<file path="src/rtl/argmax_tile_sched.sv">
// Argmax sequencer/reducer: running FP16 max and channel index per token across all tiles.
// Optional ARGMAX_PAD_MASK_EN: lanes with channel index >= cfg_ch_out never win.
module argmax_tile_sched #(
  parameter int TOUT      = 32,
  parameter int DAT_DW    = 16,
  parameter int IDX_DW    = 16,
  parameter int MAX_TOKEN = 32,
  parameter int TOK_DW    = 6
) (
  input  logic                   clk,
  input  logic                   rst_n,
  input  logic                   start,
  input  logic [TOK_DW-1:0]      cfg_tokens,
  input  logic [IDX_DW-1:0]      cfg_tiles,
  input  logic [IDX_DW-1:0]      cfg_ch_out,
  output logic                   busy,
  output logic                   done,
  input  logic                   in_valid,
  output logic                   in_ready,
  input  logic [TOUT*DAT_DW-1:0] in_data,
  output logic                   out_valid,
  input  logic                   out_ready,
  output logic [TOK_DW-1:0]      out_token,
  output logic [IDX_DW-1:0]      out_index,
  output logic [DAT_DW-1:0]      out_value
);

  localparam int LANE_W = $clog2(TOUT);
  localparam int TAB_AW = $clog2(MAX_TOKEN);
  localparam int TAB_N  = 2 ** TAB_AW;
  localparam int KEY_W  = DAT_DW + 1;

  typedef enum logic [1:0] {S_IDLE, S_RUN, S_DRAIN, S_DONE} state_t;

  // Maps FP16 onto an unsigned total order: negatives reversed below positives.
  function automatic logic [DAT_DW-1:0] ord_key(input logic [DAT_DW-1:0] x);
    return x[DAT_DW-1] ? ~x : {1'b1, x[DAT_DW-2:0]};
  endfunction

  state_t              state;
  logic [TOK_DW-1:0]   tokens_r;
  logic [IDX_DW-1:0]   tiles_r;
  logic [TOK_DW-1:0]   tok;
  logic [IDX_DW-1:0]   tile;
`ifdef ARGMAX_PAD_MASK_EN
  logic [IDX_DW-1:0]   ch_out_r;
`else
  logic                unused_cfg;
  assign unused_cfg = ^cfg_ch_out;
`endif

  logic                   vld_p0, first_p0, last_p0;
  logic [TOK_DW-1:0]      tok_p0;
  logic [IDX_DW-1:0]      base_p0;
  logic [TOUT*DAT_DW-1:0] data_p0;

  logic                   vld_p1, first_p1, last_p1, bany_p1;
  logic [TOK_DW-1:0]      tok_p1;
  logic [IDX_DW-1:0]      bidx_p1;
  logic [DAT_DW-1:0]      bval_p1;
  logic [DAT_DW-1:0]      old_val_p1;
  logic [IDX_DW-1:0]      old_idx_p1;
  logic                   old_has_p1;

  logic [DAT_DW-1:0] tab_val [TAB_N];
  logic [IDX_DW-1:0] tab_idx [TAB_N];
  logic              tab_has [TAB_N];

  logic [KEY_W-1:0]  tk [1:2*TOUT-1];
  logic [LANE_W-1:0] tl [1:2*TOUT-1];
  logic [TOUT-1:0]   lane_ok;
  logic [LANE_W-1:0] win_lane;
  logic              win_any;

  logic              take_new, m_has;
  logic [DAT_DW-1:0] m_val;
  logic [IDX_DW-1:0] m_idx;
  logic              stall, accept, tab_wr;

  // A last-tile beat cannot move while the output register is occupied and blocked.
  assign stall    = out_valid && !out_ready && ((vld_p0 && last_p0) || (vld_p1 && last_p1));
  assign in_ready = (state == S_RUN) && !stall;
  assign accept   = in_valid && in_ready;
  assign tab_wr   = vld_p1 && !last_p1 && !stall;

  always_ff @(posedge clk or negedge rst_n) begin
    if (!rst_n) begin
      state    <= S_IDLE;
      busy     <= 1'b0;
      done     <= 1'b0;
      tok      <= '0;
      tile     <= '0;
      tokens_r <= '0;
      tiles_r  <= '0;
`ifdef ARGMAX_PAD_MASK_EN
      ch_out_r <= '0;
`endif
    end else begin
      done <= 1'b0;
      case (state)
        S_IDLE: if (start) begin
          tokens_r <= cfg_tokens;
          tiles_r  <= cfg_tiles;
`ifdef ARGMAX_PAD_MASK_EN
          ch_out_r <= cfg_ch_out;
`endif
          tok  <= '0;
          tile <= '0;
          if (cfg_tokens == '0 || cfg_tiles == '0) begin
            state <= S_DONE;
            done  <= 1'b1;
          end else begin
            state <= S_RUN;
            busy  <= 1'b1;
          end
        end
        S_RUN: if (accept) begin
          if (tok == tokens_r - 1'b1) begin
            tok  <= '0;
            tile <= tile + 1'b1;
            if (tile == tiles_r - 1'b1) state <= S_DRAIN;
          end else begin
            tok <= tok + 1'b1;
          end
        end
        S_DRAIN: if (!vld_p0 && !vld_p1 && out_valid && out_ready) begin
          state <= S_DONE;
          done  <= 1'b1;
          busy  <= 1'b0;
        end
        S_DONE:  state <= S_IDLE;
        default: state <= S_IDLE;
      endcase
    end
  end

  always_ff @(posedge clk or negedge rst_n) begin
    if (!rst_n) begin
      vld_p0    <= 1'b0;
      vld_p1    <= 1'b0;
      out_valid <= 1'b0;
      out_token <= '0;
      out_index <= '0;
      out_value <= '0;
    end else begin
      if (!stall) begin
        vld_p0 <= accept;
        vld_p1 <= vld_p0;
      end
      if (vld_p1 && last_p1 && !stall) begin
        out_valid <= 1'b1;
        out_token <= tok_p1;
        out_index <= m_idx;
        out_value <= m_val;
      end else if (out_ready) begin
        out_valid <= 1'b0;
      end
    end
  end

  // Stage p0 -> p1: lane reduction tree; the right child wins only when strictly greater.
  always_comb begin
    for (int l = 0; l < TOUT; l++) begin
`ifdef ARGMAX_PAD_MASK_EN
      lane_ok[l] = (base_p0 + IDX_DW'(l)) < ch_out_r;
`else
      lane_ok[l] = 1'b1;
`endif
      tk[TOUT+l] = {lane_ok[l], ord_key(data_p0[l*DAT_DW +: DAT_DW])};
      tl[TOUT+l] = LANE_W'(l);
    end
    for (int i = TOUT - 1; i >= 1; i--) begin
      if (tk[2*i+1] > tk[2*i]) begin
        tk[i] = tk[2*i+1];
        tl[i] = tl[2*i+1];
      end else begin
        tk[i] = tk[2*i];
        tl[i] = tl[2*i];
      end
    end
    win_lane = tl[1];
    win_any  = tk[1][KEY_W-1];
  end

  // Stage p1 -> out/table: merge with the token's running best.
  always_comb begin
    take_new = first_p1 || !old_has_p1 ||
               (bany_p1 && (ord_key(bval_p1) > ord_key(old_val_p1)));
    m_val = take_new ? bval_p1 : old_val_p1;
    m_idx = take_new ? bidx_p1 : old_idx_p1;
    m_has = take_new ? bany_p1 : old_has_p1;
  end

  always_ff @(posedge clk) begin
    if (accept) begin
      data_p0  <= in_data;
      tok_p0   <= tok;
      first_p0 <= (tile == '0);
      last_p0  <= (tile == tiles_r - 1'b1);
      base_p0  <= tile << LANE_W;
    end
    if (!stall) begin
      tok_p1   <= tok_p0;
      first_p1 <= first_p0;
      last_p1  <= last_p0;
      bval_p1  <= data_p0[win_lane*DAT_DW +: DAT_DW];
      bidx_p1  <= base_p0 | IDX_DW'(win_lane);
      bany_p1  <= win_any;
      if (tab_wr && tok_p1 == tok_p0) begin
        old_val_p1 <= m_val;
        old_idx_p1 <= m_idx;
        old_has_p1 <= m_has;
      end else begin
        old_val_p1 <= tab_val[tok_p0[TAB_AW-1:0]];
        old_idx_p1 <= tab_idx[tok_p0[TAB_AW-1:0]];
        old_has_p1 <= tab_has[tok_p0[TAB_AW-1:0]];
      end
    end
    if (tab_wr) begin
      tab_val[tok_p1[TAB_AW-1:0]] <= m_val;
      tab_idx[tok_p1[TAB_AW-1:0]] <= m_idx;
      tab_has[tok_p1[TAB_AW-1:0]] <= m_has;
    end
  end

endmodule

</file>
<file path="config.mk">
export PLATFORM = sky130hd
export DESIGN_NAME = argmax_tile_sched
export DESIGN_NICKNAME = d
export VERILOG_FILES = /design/src/rtl/argmax_tile_sched.sv
export SDC_FILE = /design/constraint.sdc
export NUM_CORES = 2
export LEC_CHECK = 0
export ABC_AREA = 1
export CAP_MARGIN = 25
export CORE_MARGIN = 5
export CORE_UTILIZATION = 30
export CTS_CLUSTER_DIAMETER = 200
export CTS_CLUSTER_SIZE = 40
export DETAILED_ROUTE_END_ITERATION = 16
export HOLD_SLACK_MARGIN = 0.08
export PLACE_DENSITY = 0.57
export SLEW_MARGIN = 20
export SYNTH_ARGS = -nofsm -noshare
export SYNTH_HDL_FRONTEND = slang
export SYNTH_SLANG_ARGS = --single-unit
export TNS_END_PERCENT = 5
</file>
<file path="constraint.sdc">
create_clock -name clk -period 13.65 [get_ports clk]
set_input_delay 4.095 -clock clk [delete_from_list [all_inputs] [get_ports clk]]
set_output_delay 4.095 -clock clk [all_outputs]
set_load 0.03 [all_outputs]
</file>
After elaboration in Yosys (flattened, before gate mapping)
Memory sizes are Yosys's and may differ from the RTL's. A register that Yosys moved wholly into a read port is not among the register bits. Cells that the tools add are included. Widths: inputs -> output; s select.

Memories: 3. RAM bits: 1056. Output and inout port bits: 42. Register bits after elaboration: 694.

Shift operators: 1. Muxes and demuxes: 132. $add $sub $neg: 4. Reduce and logical (&&, ||, !) cells: 36. Order comparisons: 32. Bitwise gates (word level): 35. Eq/ne operators: 12.

Memories: tab_idx (words 32, width 16, rd ports 1, clocked after Yosys merged registers in 1, wr ports 1, line 66) `logic [IDX_DW-1:0] tab_idx [TAB_N];`; tab_val (words 32, width 16, rd ports 1, clocked after Yosys merged registers in 1, wr ports 1, line 65) `logic [DAT_DW-1:0] tab_val [TAB_N];`; tab_has (words 32, width 1, rd ports 1, clocked after Yosys merged registers in 1, wr ports 1, line 67) `logic tab_has [TAB_N];`.

Operators with widths (number): $mux 16 (57); $not 16->16 (34); $gt 17x17->1 (31); $shiftx 512x10->16 (1); $mux 17 (15); $mux 5 (18); $logic_not 16->1 (2); $pmux 16 s2 (1); $mux 1 (28); $mux 6 (3); $add 16x1->16 const B (1); $eq 16x16->1 (1); $gt 16x16->1 (1); $or 16x5->16 (1); $sub 16x1->16 const B (1); $logic_and 1x1->1 (14); $eq 6x6->1 (2); $mux 2 (6); $pmux 6 s2 (1); $ne 2x2->1 const B (4); $pmux 2 s4 (1); $reduce_and 4->1 (2); $add 6x1->6 const B (1); $logic_not 1->1 (6); 12 further kinds (20).

Logic depth before layout (Yosys ltp)
Depth in word-level cells: 13. Depth in mapped cells: 77. Gate-level depth less buffers: 68.

Least setup slack after synthesis
Ideal clock, no wire load.

Path kind: input -> register. Start: input out_ready. End: register tile[12]. Arrival: 11.225 ns. Path slack: 2.321 ns. Stages on the path: 12. Buffers on the path: 1. Cells stage by stage: nor2_1 > nand2_1 > and3_1 > buf_4 > o21ai_1 > a21oi_2 > nand2_2 > nor3_2 > nand2_1 > nor2_1 > nand2_1 > a221oi_1.

Longest elaborated chain between the ends: 8.

RTL lines: start, declared (line 22) `input logic out_ready,`; $logic_not 1->1 (line 81) `assign stall = out_valid && !out_ready && ((vld_p0 && last_p0) || (vld_p1 && last_p1));`; $logic_and 1x1->1 (2 in a row) (line 81); $logic_not 1->1; $logic_and 1x1->1 (line 82) `assign in_ready = (state == S_RUN) && !stall;`; $logic_and 1x1->1 (line 83) `assign accept = in_valid && in_ready;`; via accept (line 78) `logic stall, accept, tab_wr;`; $ne 2x2->1 (no source line); $reduce_and 4->1 (no source line); end signal, assigned (line 120) `tile <= tile + 1'b1;`; end, declared (line 44) `logic [IDX_DW-1:0] tile;`.

The timed path passes the listed nets, and every way through them passes these cells. A chain may end at the register's enable or synchronous reset.

Worst setup path in the final report
Start: register data_p0[415]. End: register bval_p1[2], data pin.

Longest elaborated chain between the ends: 13. Elaborated cells on any way between the ends: 17.

RTL lines: start, declared (line 55) `logic [TOUT*DAT_DW-1:0] data_p0;`; start signal, assigned (line 196) `data_p0 <= in_data;`; $not 16->16 (line 37) `return x[DAT_DW-1] ? ~x : {1'b1, x[DAT_DW-2:0]};`; $mux 16 (*) (line 37); $gt 17x17->1 (line 173) `if (tk[2*i+1] > tk[2*i]) begin`; $mux 16 (line 173); $gt 17x17->1 (line 173); $mux 17 (line 173); $gt 17x17->1 (line 173); $mux 17 (line 173); $gt 17x17->1 (line 173); $mux 17 (line 173); $gt 17x17->1 (line 173); $mux 5 (*) (line 173); $shiftx 512x10->16 (*) (line 206) `bval_p1 <= data_p0[win_lane*DAT_DW +: DAT_DW];`; end signal, assigned (line 206); end, declared (line 60) `logic [DAT_DW-1:0] bval_p1;`.

Mark *: on every way between the ends. The rest lies on a longest branch, timed or not.

==> qor.tcl <==
set qor(route.detailed.drc) 0
set qor(cts_tree) {done}
set qor(initial_core_util_pct) 30.1
set qor(setup_repair_after_global_routing_missed_its_margin) {no}
set qor(synth_flop_cell) {edfxtp_1}
set qor(floorplan.core_area_um2) 311000
set qor(htree_levels) 2
set qor(pin_count_of_the_biggest_net_entering_global_routing) 210
set qor(crit_path_end_kind) {register}
set qor(xor_xnor_portion_of_the_synthesized_cell_area_pct) 5.10
set qor(criticalPathCategory) {reg2reg}
set qor(design.portCount) 597
set qor(vias_per_cell) 5.13
set qor(worst_skew_pair.late_latency_ps) 820
set qor(clock-sinks) 1754
set qor(achievable-frequency_mhz) 78.1
set qor(rr_endpoint) {bval_p1[2]}
set qor(final_common_cell) {edfxtp_1}
set qor(muxShareOfSynthArea_pct) 0.0120
set qor(holdCritPathClass) {reg2reg}
set qor(dp.final_hpwl_um) 232000
set qor(timing.critical_path.from_type) {register}
set qor(setup-tns-final_ps) 0
set qor(setup.reg_to_reg.worst_slack_ps) 850
set qor(area_added_between_synthesis_and_finish_pct) 14.0
set qor(antenna_viol_nets_final) 0
set qor(ctsHoldBuffers) 0
set qor(detailedRoute.firstIterationViolations) 7021
set qor(final-hold-violation-count) 0
set qor(synth_cell_types) 53
set qor(dr_total_vias) 71014
set qor(detail_route.wirelength_um) 333000
set qor(numCtsBuffers) 50
set qor(crit_path_top_delay_cell) {edfxtp_1}
set qor(clock_path_buffers) 3
set qor(die-area_um2) 323000
set qor(delay_of_the_slowest_cell_on_the_worst_path_ps) 780
set qor(worst_hold_slack_ps) 438
set qor(cell_area_after_layout_um2) 107000
set qor(crit_path_end) {bval_p1[2]}
set qor(yosys.area_share.adder_pct) 6.96
set qor(synth-edff-count) 1660
set qor(worstSetupStartpoint) {data_p0[415]}
set qor(grt_pass1_vias) 68167
set qor(synth-seq-cells) 1754
set qor(synth_compound_area_share_pct) 10.7
set qor(die_extent_in_x_um) 568
set qor(async_reset_ff_share_pct) 5.07
set qor(place.port_buffers) 580
set qor(biggest_fanout_along_the_worst_timing_path) 111
set qor(final_min_period_over_clock_period_pct) 93.8
set qor(grt_first_pass_wirelength_um) 474000
set qor(multi_input_area_um2) 36600
set qor(setup-violations-final) 0
set qor(run_status) {finished clean}
set qor(final_max_slew_viol_count) 0
set qor(syn_avg_cell_area_um2) 10.1
set qor(synthCells) 9286
set qor(dominant_combinational_cell_family_by_area_after_synthesis) {simple AND/OR/NAND/NOR gates}
set qor(final.fill_count) 31024
set qor(max_slew_margin_pct) 23.3
set qor(clock_skew_ps) 63.3
set qor(tightest_slew_ps) 1150
set qor(grt_antenna_before_repair) 36
set qor(synth_seq_area_share_pct) 55.8
set qor(syn_area_um2) 93500
set qor(postPlaceCellArea_um2) 104000
set qor(post_route_cells_drive_above_1_share_pct) 3.92
set qor(total_global_route_track_usage_pct) 19.7
set qor(die_h_um) 568
set qor(register_area_um2) 52200
set qor(layout_common_cells) {edfxtp_1, nand2_1, o21ai_0, nand3_1, inv_1}
set qor(dp_cells) 13675
set qor(worst-r2r-cell-count) 53
set qor(post_layout_nonfiller_instances) 13841
set qor(nets) 10722
set qor(timing.rr.start) {data_p0[415]}
set qor(clock_tree_root_driver_cell) {clkbuf_16}
set qor(firstDrtPassIters) 6
set qor(critical_path.most_common_cell) {nand2_1}
set qor(global_route.overflow_total) 0
set qor(worst_ep_arrival_time_ps) 13320
set qor(last_weighted_congestion_value_of_the_routability_driven_placer) 0.947
set qor(clk_pin_slew_ps) 140
set qor(drv_cap) 0
set qor(rows) 205
set qor(period_needed_ps) 12800
set qor(ys_warn_count) 0
set qor(required_ps) 14170
set qor(post_synth_and_or_nand_nor_area_fraction_pct) 16.0
set qor(routed_wl_per_cell_um) 24.0
## kinds of logic (layout without fill, tap and decap cells)
logic type / Yosys count / in the layout
DFF: 1754 / 1754
AOI/OAI and AO/OA: 1745 / 1745
buffers and inverters: 1306 / 1673
and+or+nand+nor: 3414 / 3414
muxes: 1 / 1
xor gates and xnor gates: 545 / 545
other: 1 / 49
adders and majority gates: 520 / 520
## cells in the mapped netlist (all sizes together) (31+ instances only)
cell type,number,share of area (%)
a21oi,247,1.3
a32o,35,0.37
buf,193,1.1
clkbuf,355,1.4
dfrtp,89,2.4
edfxtp,1660,53
ha,520,7.0
inv,757,3.0
nand2,1599,6.4
nand3,834,4.5
nand3b,206,1.7
nand4,54,0.36
nor2,656,2.6
nor3,40,0.22
o211ai,31,0.25
o21ai,1131,6.1
o221ai,198,1.9
o22ai,34,0.23
xnor2,349,3.3
xor2,196,1.8
## registers in the layout, indices dropped and copies added (netlist names), 2 cells and up, named ones only
signal / count
bidx_p1: 16
tokens_r: 6
data_p0: 512
bval_p1: 16
tile: 16
tab_val: 512
out_token: 6
base_p0: 11
tab_has: 32
tok_p1: 6
out_value: 16
old_val_p1: 16
tok: 6
tab_idx: 512
tok_p0: 6
out_index: 16
old_idx_p1: 16
tiles_r: 16
state: 2
## per-layer routing
metal  vias to the layer above  GRT usage [%]  part of all wire (%)
met4                         2           7.88                   4.6
met2                      2660           33.0                    47
met3                       429           2.26                   6.2
li1                      33108              -                     -
met5                         -              0                0.0039
met1                     34815           26.2                    42
## critical path, delay by kind of cell (launching register included)
family	cells	cell delay (ps)
AO/OA/AOI/OAI	5	2300
XOR/XNOR	1	100
adder cells (fa/ha/maj)	5	1580
buffers and inverters	8	2700
flip-flops	1	780
AND/OR/NAND/NOR	34	4900
## per-stage QoR
step	setup slack (ps)	utilization, %
after floorplan	2320	-
after global placement	851	33.5
after detailed placement	808	33.5
after CTS	794	34.0
after global routing	6.62	34.3
final	853	34.3
## how the worst min path moves through the flow
stage,start,to,cells after the start
floorplan,base_p0[10],bidx_p1[10],0
global placement,base_p0[6],bidx_p1[6],0
detailed placement,base_p0[6],bidx_p1[6],0
CTS,base_p0[8],bidx_p1[8],0
global route,base_p0[6],bidx_p1[6],0
finish,base_p0[8],bidx_p1[8],0
## cell type report
class                   instances  area share (%)
clock inverters                 8           0.138
repair buffers                826            7.65
well taps                    4140            4.86
flip-flops and latches       1754            49.0
inverters                     758            2.69
clock buffers                  81            1.30
multi-input cells            6257            34.4
diodes                         17          0.0399
## what timing repair did
action                     CTS  global route
setup endpoints to repair    0            16
setup buffers                0            59
resized for setup            0             7
Power is left out: the tool's default activity adds up to more than one toggle a clock period on the data nets, which glitch-free logic cannot reach.
